File: src/rtl/cpu_pkg.sv
// Shared CPU constants: operand-select codes and data width used by the
// ALU input mux and the control decoder, plus N/Z pre-flag helpers.
package cpu_pkg;

    localparam int DATA_W = 8;

    localparam logic [1:0] MUX_A   = 2'b00;
    localparam logic [1:0] MUX_X   = 2'b01;
    localparam logic [1:0] MUX_Y   = 2'b10;
    localparam logic [1:0] MUX_MEM = 2'b11;

    // Negative pre-flag: sign bit of the operand.
    function automatic logic neg_of(input logic [DATA_W-1:0] v);
        return v[DATA_W-1];
    endfunction

    // Zero pre-flag: set when every operand bit is clear.
    function automatic logic zero_of(input logic [DATA_W-1:0] v);
        return (v == {DATA_W{1'b0}});
    endfunction

endpackage

File: src/rtl/alu_input_mux.sv
// Operand-select stage in front of the 6502 ALU: picks A/X/Y/data bus/SP,
// registers the byte and its N/Z pre-flags for transfer instructions.
module alu_input_mux #(
    parameter int                        DATA_W    = cpu_pkg::DATA_W,
    parameter logic [cpu_pkg::DATA_W-1:0] RESET_VAL = 8'h00
) (
    input  logic              clk,
    input  logic              rst,
    input  logic [1:0]        mux_code,
    input  logic              sp_sel,
    input  logic [DATA_W-1:0] a_reg,
    input  logic [DATA_W-1:0] x_reg,
    input  logic [DATA_W-1:0] y_reg,
    input  logic [DATA_W-1:0] data_in,
    input  logic [DATA_W-1:0] sp,
    output logic [DATA_W-1:0] out,
    output logic              neg,
    output logic              zero
);

    import cpu_pkg::*;

    logic [DATA_W-1:0] sel_s;
    logic [DATA_W-1:0] out_r;
    logic              neg_r;
    logic              zero_r;

    // Source select; the stack pointer overrides the encoded selection.
    always_comb begin
        sel_s = data_in;
        if (sp_sel) begin
            sel_s = sp;
        end else begin
            case (mux_code)
                MUX_A:   sel_s = a_reg;
                MUX_X:   sel_s = x_reg;
                MUX_Y:   sel_s = y_reg;
                MUX_MEM: sel_s = data_in;
                default: sel_s = data_in;
            endcase
        end
    end

    // Operand and pre-flags load together so all three always agree.
    always_ff @(posedge clk) begin
        if (rst) begin
            out_r  <= RESET_VAL;
            neg_r  <= neg_of(RESET_VAL);
            zero_r <= zero_of(RESET_VAL);
        end else begin
            out_r  <= sel_s;
            neg_r  <= neg_of(sel_s);
            zero_r <= zero_of(sel_s);
        end
    end

    assign out  = out_r;
    assign neg  = neg_r;
    assign zero = zero_r;

endmodule

File: config.mk
export PLATFORM = sky130hd
export DESIGN_NAME = alu_input_mux
export DESIGN_NICKNAME = d
export VERILOG_FILES = /design/src/rtl/cpu_pkg.sv /design/src/rtl/alu_input_mux.sv
export SDC_FILE = /design/constraint.sdc
export NUM_CORES = 1
export LEC_CHECK = 0
export BUFFER_PORTS_ARGS = -buffer_cell sky130_fd_sc_hd__buf_2
export CORE_MARGIN = 3
export CORE_UTILIZATION = 35
export CTS_CLUSTER_DIAMETER = 80
export DETAILED_ROUTE_END_ITERATION = 8
export PLACE_DENSITY = 0.84
export SETUP_SLACK_MARGIN = 0.02
export SKIP_LAST_GASP = 1
export SYNTH_ARGS = -nofsm -noshare
export SYNTH_HDL_FRONTEND = slang
export SYNTH_SLANG_ARGS = --single-unit
File: constraint.sdc
create_clock -name clk -period 1.2 [get_ports clk]
set_input_delay 0.24 -clock clk [delete_from_list [all_inputs] [get_ports clk]]
set_output_delay 0.24 -clock clk [all_outputs]
set_load 0.005 [all_outputs]
==> Word level (Yosys, flattened, before mapping) <==
Cells that the tools add are included.
{ "word_totals": {"output_inout_bits": 10, "ram_bits": 0, "n_memories": 0, "mem_bits_ro": 0, "register_bits": 10, "latch_bits": 0} }
{ "classes": {"multipliers": 0, "order_cmp": 0, "reduce_logical": 2, "n_div": 0, "n_mux": 2, "bitwise": 0, "n_addsub": 0, "shifts": 0, "eq_ne": 3} }
{ "ops": {"columns": ["cell", "n"], "rows": [
  ["8-bit one-hot mux with 4 select lines", 1],
  ["8-bit logical NOT", 1],
  ["8-bit two-way mux", 1],
  ["2-bit == test (second input constant)", 2],
  ["2-bit by 1-bit == test with 1-bit output (second input constant)", 1],
  ["2-bit logical NOT", 1]
]} }

==> Longest topological paths before layout <==
Gate-level depths: netlist (run 1).
{ "logic_depth": {"depth_word": 4, "depth_mapped": 6} }

==> Worst setup path after synthesis (run 1) <==
Ideal clock, no wire load.
{ "synth_path": {"path_type": "input-to-reg", "startpoint": "input port mux_code[1]", "endpoint": "register zero_r, in the netlist zero", "stages": 6, "n_path_buf": 2, "arrival_time_ns": 1.078, "setup_slack_ns": 0.005, "path_cell_list": "buf_6 buf_12 mux2i_1 a32oi_1 a22oi_1 a41o_1"} }
{ "synth_via": {"elab_chain_len": 4, "elab_cells_between_ends": 7, "classes_between": "eq/ne (3); mux (2); reduce/logical (2)"} }
{ "synth_rtl": {"columns": ["element", "line", "rtl"], "rows": [
  ["start: declaration", "alu_input_mux.sv:9", "input logic [1:0] mux_code,"],
  ["2-bit == test, or another cell as far along", "alu_input_mux.sv:34", "case (mux_code)"],
  ["8-bit one-hot mux with 4 select lines (*)", "alu_input_mux.sv:34", null],
  ["8-bit two-way mux (*)", "alu_input_mux.sv:31", "if (sp_sel) begin"],
  ["8-bit logical NOT (*)", "cpu_pkg.sv:19", "return (v == {DATA_W{1'b0}});"],
  ["end signal: assignment", "alu_input_mux.sv:49", "zero_r <= zero_of(RESET_VAL);"],
  ["end signal: assignment", "alu_input_mux.sv:53", "zero_r <= zero_of(sel_s);"],
  ["end: declaration", "alu_input_mux.sv:26", "logic zero_r;"]
]} }
Mark *: on every way between the ends. The rest lies on a longest branch, timed or not.
A chain may end at the register's enable or synchronous reset.

==> Final worst setup path (run 1) <==
{ "layout_path": {"startpoint": "input port sp_sel", "endpoint": "register zero_r, in the netlist zero"} }
{ "layout_via": {"elab_chain_len": 2} }
{ "layout_rtl": {"columns": ["element", "line", "rtl"], "rows": [
  ["start: declaration", "alu_input_mux.sv:10", "input logic sp_sel,"],
  ["8-bit two-way mux", "alu_input_mux.sv:31", null],
  ["8-bit logical NOT", "cpu_pkg.sv:19", null]
]} }
Every way passes these cells.

==> qor.txt, run 1 <==
DRT
------------------------------------------------------------------------------
Detailed-route wire length                                             2.32 mm
Number of DRC markers in iteration 0                                        24
Drt first pass iters                                                         4
Via-per-instance ratio                                                    5.07
Post-detailed-route wirelength per cell                           13.0 microns
Antenna violation net count after detailed routing                           0
Count of unresolved DRC violations after routing                             0
Routed vias                                                                907

POWER
------------------------------------------------------------------------------
Max IR drop VDD                                                         457 uV
Proportion of total power due to net switching                           29.9%
Fraction of power consumed by the clock network                          26.1%
Net switching power figure                                            0.269 mW
Reported leakage power                                                0.598 nW
Int Pwr                                                               0.632 mW
Cell area power density                                            795 mW/mm^2
Power share of the combinational group                                   37.5%
Share of total power in sequential cells                                 36.4%

CTS
------------------------------------------------------------------------------
CTS hold repair buffers                                                      0
Clock transition at the registers of the reported paths                0.06 ns
Clock root buffer master                                              clkbuf_4
TritonCTS buffer count                                                       3
Post-CTS Setup Repair Bufs                                                   0
Maximum buffer depth of the clock tree                                       2
Number of H-tree levels                                                      1
TritonCTS clock tree                                                     built
CTS sink count                                                               9

TIMING
------------------------------------------------------------------------------
Fin crit period                                                        1.11 ns
Transition time at the pin with the least slew margin                 0.326 ns
Fmax                                                                   903 MHz
Final setup fails                                                            0
Fin Hold WS                                                           0.246 ns
Crit share post-route                                                    92.3%
Count of pins over their slew limit                                          0
Final hold violation count                                                   0
Setup repair after global routing missed its margin                         no
Worst slew slack as a fraction of its limit                              78.1%

DIE
------------------------------------------------------------------------------
Initial Util                                                             39.7%
Die Outline Area                                                  0.00267 sq mm
Ports placed on the boundary                                                55
Number of cell rows                                                         15
Area of the core                                                  0.00184 sq mm
Die outline height                                                51.7 microns
Die Width                                                         51.7 microns

FINAL LAYOUT
------------------------------------------------------------------------------
Diode insertion count for antenna repair                                     0
Area added between synthesis and finish                                  55.1%
Ratio of cells with drive above 1 in the final layout                    50.6%
Commonest non-fill, non-tap cell in the layout                           buf_2
Final non-filler cell total                                                179
Net total in the final layout                                              200
Highest-count cells in the layout ignoring fill and taps          buf_2 (52), nand2_1 (16), buf_4 (12)

YOSYS
------------------------------------------------------------------------------
Mapped Nets                                                                135
Cell taking the most area after synthesis                              dfxtp_1
Area fraction of the dominant cell type after synthesis                  24.7%
Number of different library cells in the post-synthesis netlist             23
Flop and latch count out of synthesis                                        9
Gate count of the mapped netlist                                            90
Total standard cell area after synthesis                             731 sq um
Syn Area/Cell                                                       8.12 sq um
Biggest area contributors in the synthesized netlist              dfxtp_1 (25%), mux2i_1 (15%), a32oi_1 (8.4%), nand2_1 (8.2%), buf_6 (6.2%)
Warnings from Yosys                                                          0
Part of the Yosys area used for sequential elements                      24.7%

PLACEMENT
------------------------------------------------------------------------------
Final weighted congestion in routability-driven placement                0.831
Number of port buffers                                                      54
Number of cells after detailed placement                                   175
Final HPWL DP                                                          1.93 mm

GLOBAL ROUTING
------------------------------------------------------------------------------
Antenna violations before repair                                             0
Pin count of the biggest net entering global routing                        20
Via count of the first global-routing pass                                 885
Overall track demand over capacity in global routing                     18.7%
First-pass GRT wire length                                             3.75 mm
Congestion Overflow GR                                                       0

WORST SETUP PATH
------------------------------------------------------------------------------
Critical Path End Type                                                    flop
Kind of start point of the critical path                             input pin
Largest fanout on the critical path                                         19
Critical Path RT                                                       1.36 ns
Data arrival at the endpoint of the critical path                      1.26 ns
Critical path type                                                input pin to flop

OUTCOME
------------------------------------------------------------------------------
Run status                                                           completed

RUN
------------------------------------------------------------------------------
Number of max-capacitance violations reported                                0

WORST HOLD PATH
------------------------------------------------------------------------------
Hold crit path type                                               input pin to flop

logic make-up (layout without fill, tap and decap cells):
kind of cell	Yosys count	in the layout	synth area share, %
simple gates	37	37	25.5
compound gates	21	21	21.2
buf+inv	12	76	13.5
mux	11	11	15.1
flops	9	9	24.7
cell type report:
| type | instances | area, sq um |
|---|---|---|
| Sequential cell | 9 | 180 |
| Fill cell | 175 | 706 |
| Clock buffer | 4 | 26.3 |
| Tap cell | 25 | 31.3 |
| Multi-Input combinational cell | 69 | 472 |
| Inverter | 4 | 15.0 |
| Timing Repair Buffer | 68 | 409 |
stage by stage:
step           util [%]  setup slack (ns)  total power, mW  setup TNS (ns)  area (sq um)
5_1_grt            61.6            0.0217            0.965               0          1130
3_5_place_dp       58.6            -0.300            0.660           -1.00          1080
6_report           61.6            0.0927            0.901               0          1130
3_3_place_gp       58.6            -0.189            0.646          -0.527          1080
2_1_floorplan         -            0.0150            0.505               0           731
4_1_cts            60.2            0.0531            0.901               0          1110
layer usage:
layer	vias to the layer above	GRT usage [%]	routed length [microns]
li1	456	-	-
met1	390	20.2	902
met2	52	33.7	1130
met3	9	5.44	228
met4	0	7.86	62
met5	-	0	0
worst paths after layout:
check                          endpoint  cells after the start  slack, ns  startpoint
worst min-delay path  out[0]$_SDFF_PP0_                      2       0.25         rst
worst max-delay path    zero$_SDFF_PP1_                      5       0.09      sp_sel
power groups by stage:
stage                     Clock [mW]  Sequential, mW  Combinational (mW)
after floorplan                    0           0.339               0.166
after global placement             0           0.334               0.312
after detailed placement           0           0.335               0.325
after CTS                      0.246           0.328               0.328
after global routing           0.260           0.331               0.374
final                          0.235           0.328               0.338
worst max-delay path, stage by stage:
cell and delay, ns:
clkbuf_4 0.25, nor2_1 0.13, a32oi_1 0.27, a22oi_2 0.13, a41o_1 0.24
synthesized netlist by cell type:
cell      instances
a21oi_1           8
a22oi_1           1
a22oi_2           2
a31oi_1           1
a32oi_1           7
a41o_1            1
buf_1             1
buf_12            1
buf_4             1
buf_6             4
clkbuf_4          1
dfxtp_1           9
inv_1             4
mux2i_1          11
nand2_1          16
nand2b_1          3
nand3_1           2
nor2_1            9
nor2b_1           1
nor3b_1           1
nor4_1            2
nor4_2            3
o21ai_1           1
flip-flops by register name (all words and copies together), names as in the netlist:
| register | cells |
|---|---|
| zero | 1 |
| out | 8 |
timing repair:
| action | CTS | global route |
|---|---|---|
| pin swaps | 0 | 1 |
| endpoints found under the setup margin | 1 | 3 |
| gates cloned | 0 | 0 |
| resized for setup | 1 | 5 |
Note: power is estimated with default switching activity, not from simulation.
==> inputs of run 2 (changes only) <==
--- a/config.mk
+++ b/config.mk
@@ -11,4 +11,6 @@
 export CTS_CLUSTER_DIAMETER = 80
 export DETAILED_ROUTE_END_ITERATION = 8
+export GPL_TIMING_DRIVEN = 0
+export MAX_ROUTING_LAYER = met4
 export PLACE_DENSITY = 0.84
 export SETUP_SLACK_MARGIN = 0.02
==> constraint.sdc (replaced) <==
create_clock -name clk -period 1.2 [get_ports clk]
set_input_delay 0.24 -clock clk [delete_from_list [all_inputs] [get_ports clk]]
set_output_delay 0.24 -clock clk [all_outputs]
set_load 0.01 [all_outputs]
==> run 2 against run 1 <==
  * Global-route usage fell by 2.2 points
  * First-iteration DRC count down 38%
  * Total power decreased by 3.7%
==> qor.txt, run 2 (synthesized netlist as in run 1, its figures left out) <==
OUTCOME
------------------------------------------------------------------------
Run status                                                     completed

DRT
------------------------------------------------------------------------
Post-detailed-route wirelength per cell                     12.6 microns
Count of unresolved DRC violations after routing                       0
Detailed-route wire length                                       2.14 mm
Routed vias                                                          867
Drt first pass iters                                                   4
Antenna violation net count after detailed routing                     0
Via-per-instance ratio                                              5.10
Number of DRC markers in iteration 0                                  15

CTS
------------------------------------------------------------------------
TritonCTS clock tree                                               built
TritonCTS buffer count                                                 3
Clock root buffer master                                        clkbuf_4
Number of gates resized after CTS                                      0
Number of H-tree levels                                                1
CTS hold repair buffers                                                0
Post-CTS Setup Repair Bufs                                             0
Clock transition at the registers of the reported paths          0.06 ns
Maximum buffer depth of the clock tree                                 2
CTS sink count                                                         9

DIE
------------------------------------------------------------------------
Area of the core                                            0.00184 sq mm
Ports placed on the boundary                                          55
Die outline height                                          51.7 microns
Number of cell rows                                                   15
Initial Util                                                       39.7%
Die Outline Area                                            0.00267 sq mm
Die Width                                                   51.7 microns

TIMING
------------------------------------------------------------------------
Worst slew slack as a fraction of its limit                        75.6%
Setup repair after global routing missed its margin                   no
Fin crit period                                                  1.09 ns
Transition time at the pin with the least slew margin           0.367 ns
Final setup fails                                                      0
Total negative setup slack                                          0 ns
Count of pins over their slew limit                                    0
Crit share post-route                                              90.4%
Final hold violation count                                             0
Fmax                                                             922 MHz
Fin Hold WS                                                     0.330 ns

PLACEMENT
------------------------------------------------------------------------
Final HPWL DP                                                    1.76 mm
Final weighted congestion in routability-driven placement          0.760
Number of port buffers                                                51
Placed standard-cell area                                   0.00102 sq mm

WORST SETUP PATH
------------------------------------------------------------------------
Largest delay share family, worst path                      compound AO/OA/AOI/OAI gates
Largest fanout on the critical path                                   10
Max incr delay on CP                                             0.29 ns
Critical Path End Type                                              flop
Number of buffers and inverters on the critical path                   2
Slowest library cell on the worst path                            nor4_1
Critical Path, Cell by Cell                                 buf_2 > buf_6 > nor4_1 > a21oi_1 > a22oi_1 > a41o_1
Data arrival at the endpoint of the critical path                1.29 ns
Kind of start point of the critical path                       input pin
Critical path type                                          input pin to flop
Critical Path RT                                                 1.40 ns

POWER
------------------------------------------------------------------------
Cell area power density                                      831 mW/mm^2
Reported leakage power                                          0.552 nW
Max IR drop VDD                                                   833 uV
Pwr Total                                                       0.867 mW

GLOBAL ROUTING
------------------------------------------------------------------------
Via count of the first global-routing pass                           771
Antenna violations before repair                                       0
Congestion Overflow GR                                                 0
Overall track demand over capacity in global routing               16.6%
First-pass GRT wire length                                       3.24 mm
Pin count of the biggest net entering global routing                  11

WORST HOLD PATH
------------------------------------------------------------------------
Hold crit path type                                         input pin to flop

FINAL LAYOUT
------------------------------------------------------------------------
Number of flip-flops in the largest register                           8
Net total in the final layout                                        191
Commonest non-fill, non-tap cell in the layout                     buf_2
Highest-count cells in the layout ignoring fill and taps    buf_2 (51), nand2_1 (16), mux2i_1 (11)
Area added between synthesis and finish                            42.8%
Area of all placed cells without fillers                    0.00104 sq mm
Final core utilization                                             56.7%
Diode insertion count for antenna repair                               0
Ratio of cells with drive above 1 in the final layout              45.5%

RUN
------------------------------------------------------------------------
Number of max-capacitance violations reported                          0

-- run 2: final timing paths --
check         from           endpoint  slack, ns  depth (start not counted)
max    mux_code[0]    zero$_SDFF_PP1_       0.11                          6
min            rst  out[4]$_SDFF_PP0_       0.33                          2
-- run 2: through the flow --
step                worst slack [ns]  std cells
floorplan                     0.0150         90
detailed placement            -0.140        166
CTS                            0.124        170
global placement              -0.102        166
finish                         0.115        170
global route                  0.0443        170
-- run 2: layer usage --
metal  share of wire [%]  global-route usage (%)  wire [microns]  up-vias
met3                  12                    6.30             258        2
met2                  48                    27.3            1030       48
met5                   0                       -               0        -
li1                    -                       -               -      439
met4                0.70                    5.68              15        0
met1                  39                    18.3             839      378
-- run 2: cell type report --
type | instances | area [sq um]
clock buffer | 4 | 26.3
sequential | 9 | 180
inverter | 4 | 15.0
timing repair buffer | 51 | 255
tap | 25 | 31.3
buffer | 8 | 83.8
multi-input combinational | 69 | 452
fill | 181 | 796
-- run 2: power by group --
part | leakage (nW) | switching [mW] | internal (mW)
registers | 0.0752 | 0.00565 | 0.323
logic | 0.461 | 0.155 | 0.154
clock network | 0.0150 | 0.102 | 0.128
total | 0.552 | 0.262 | 0.605
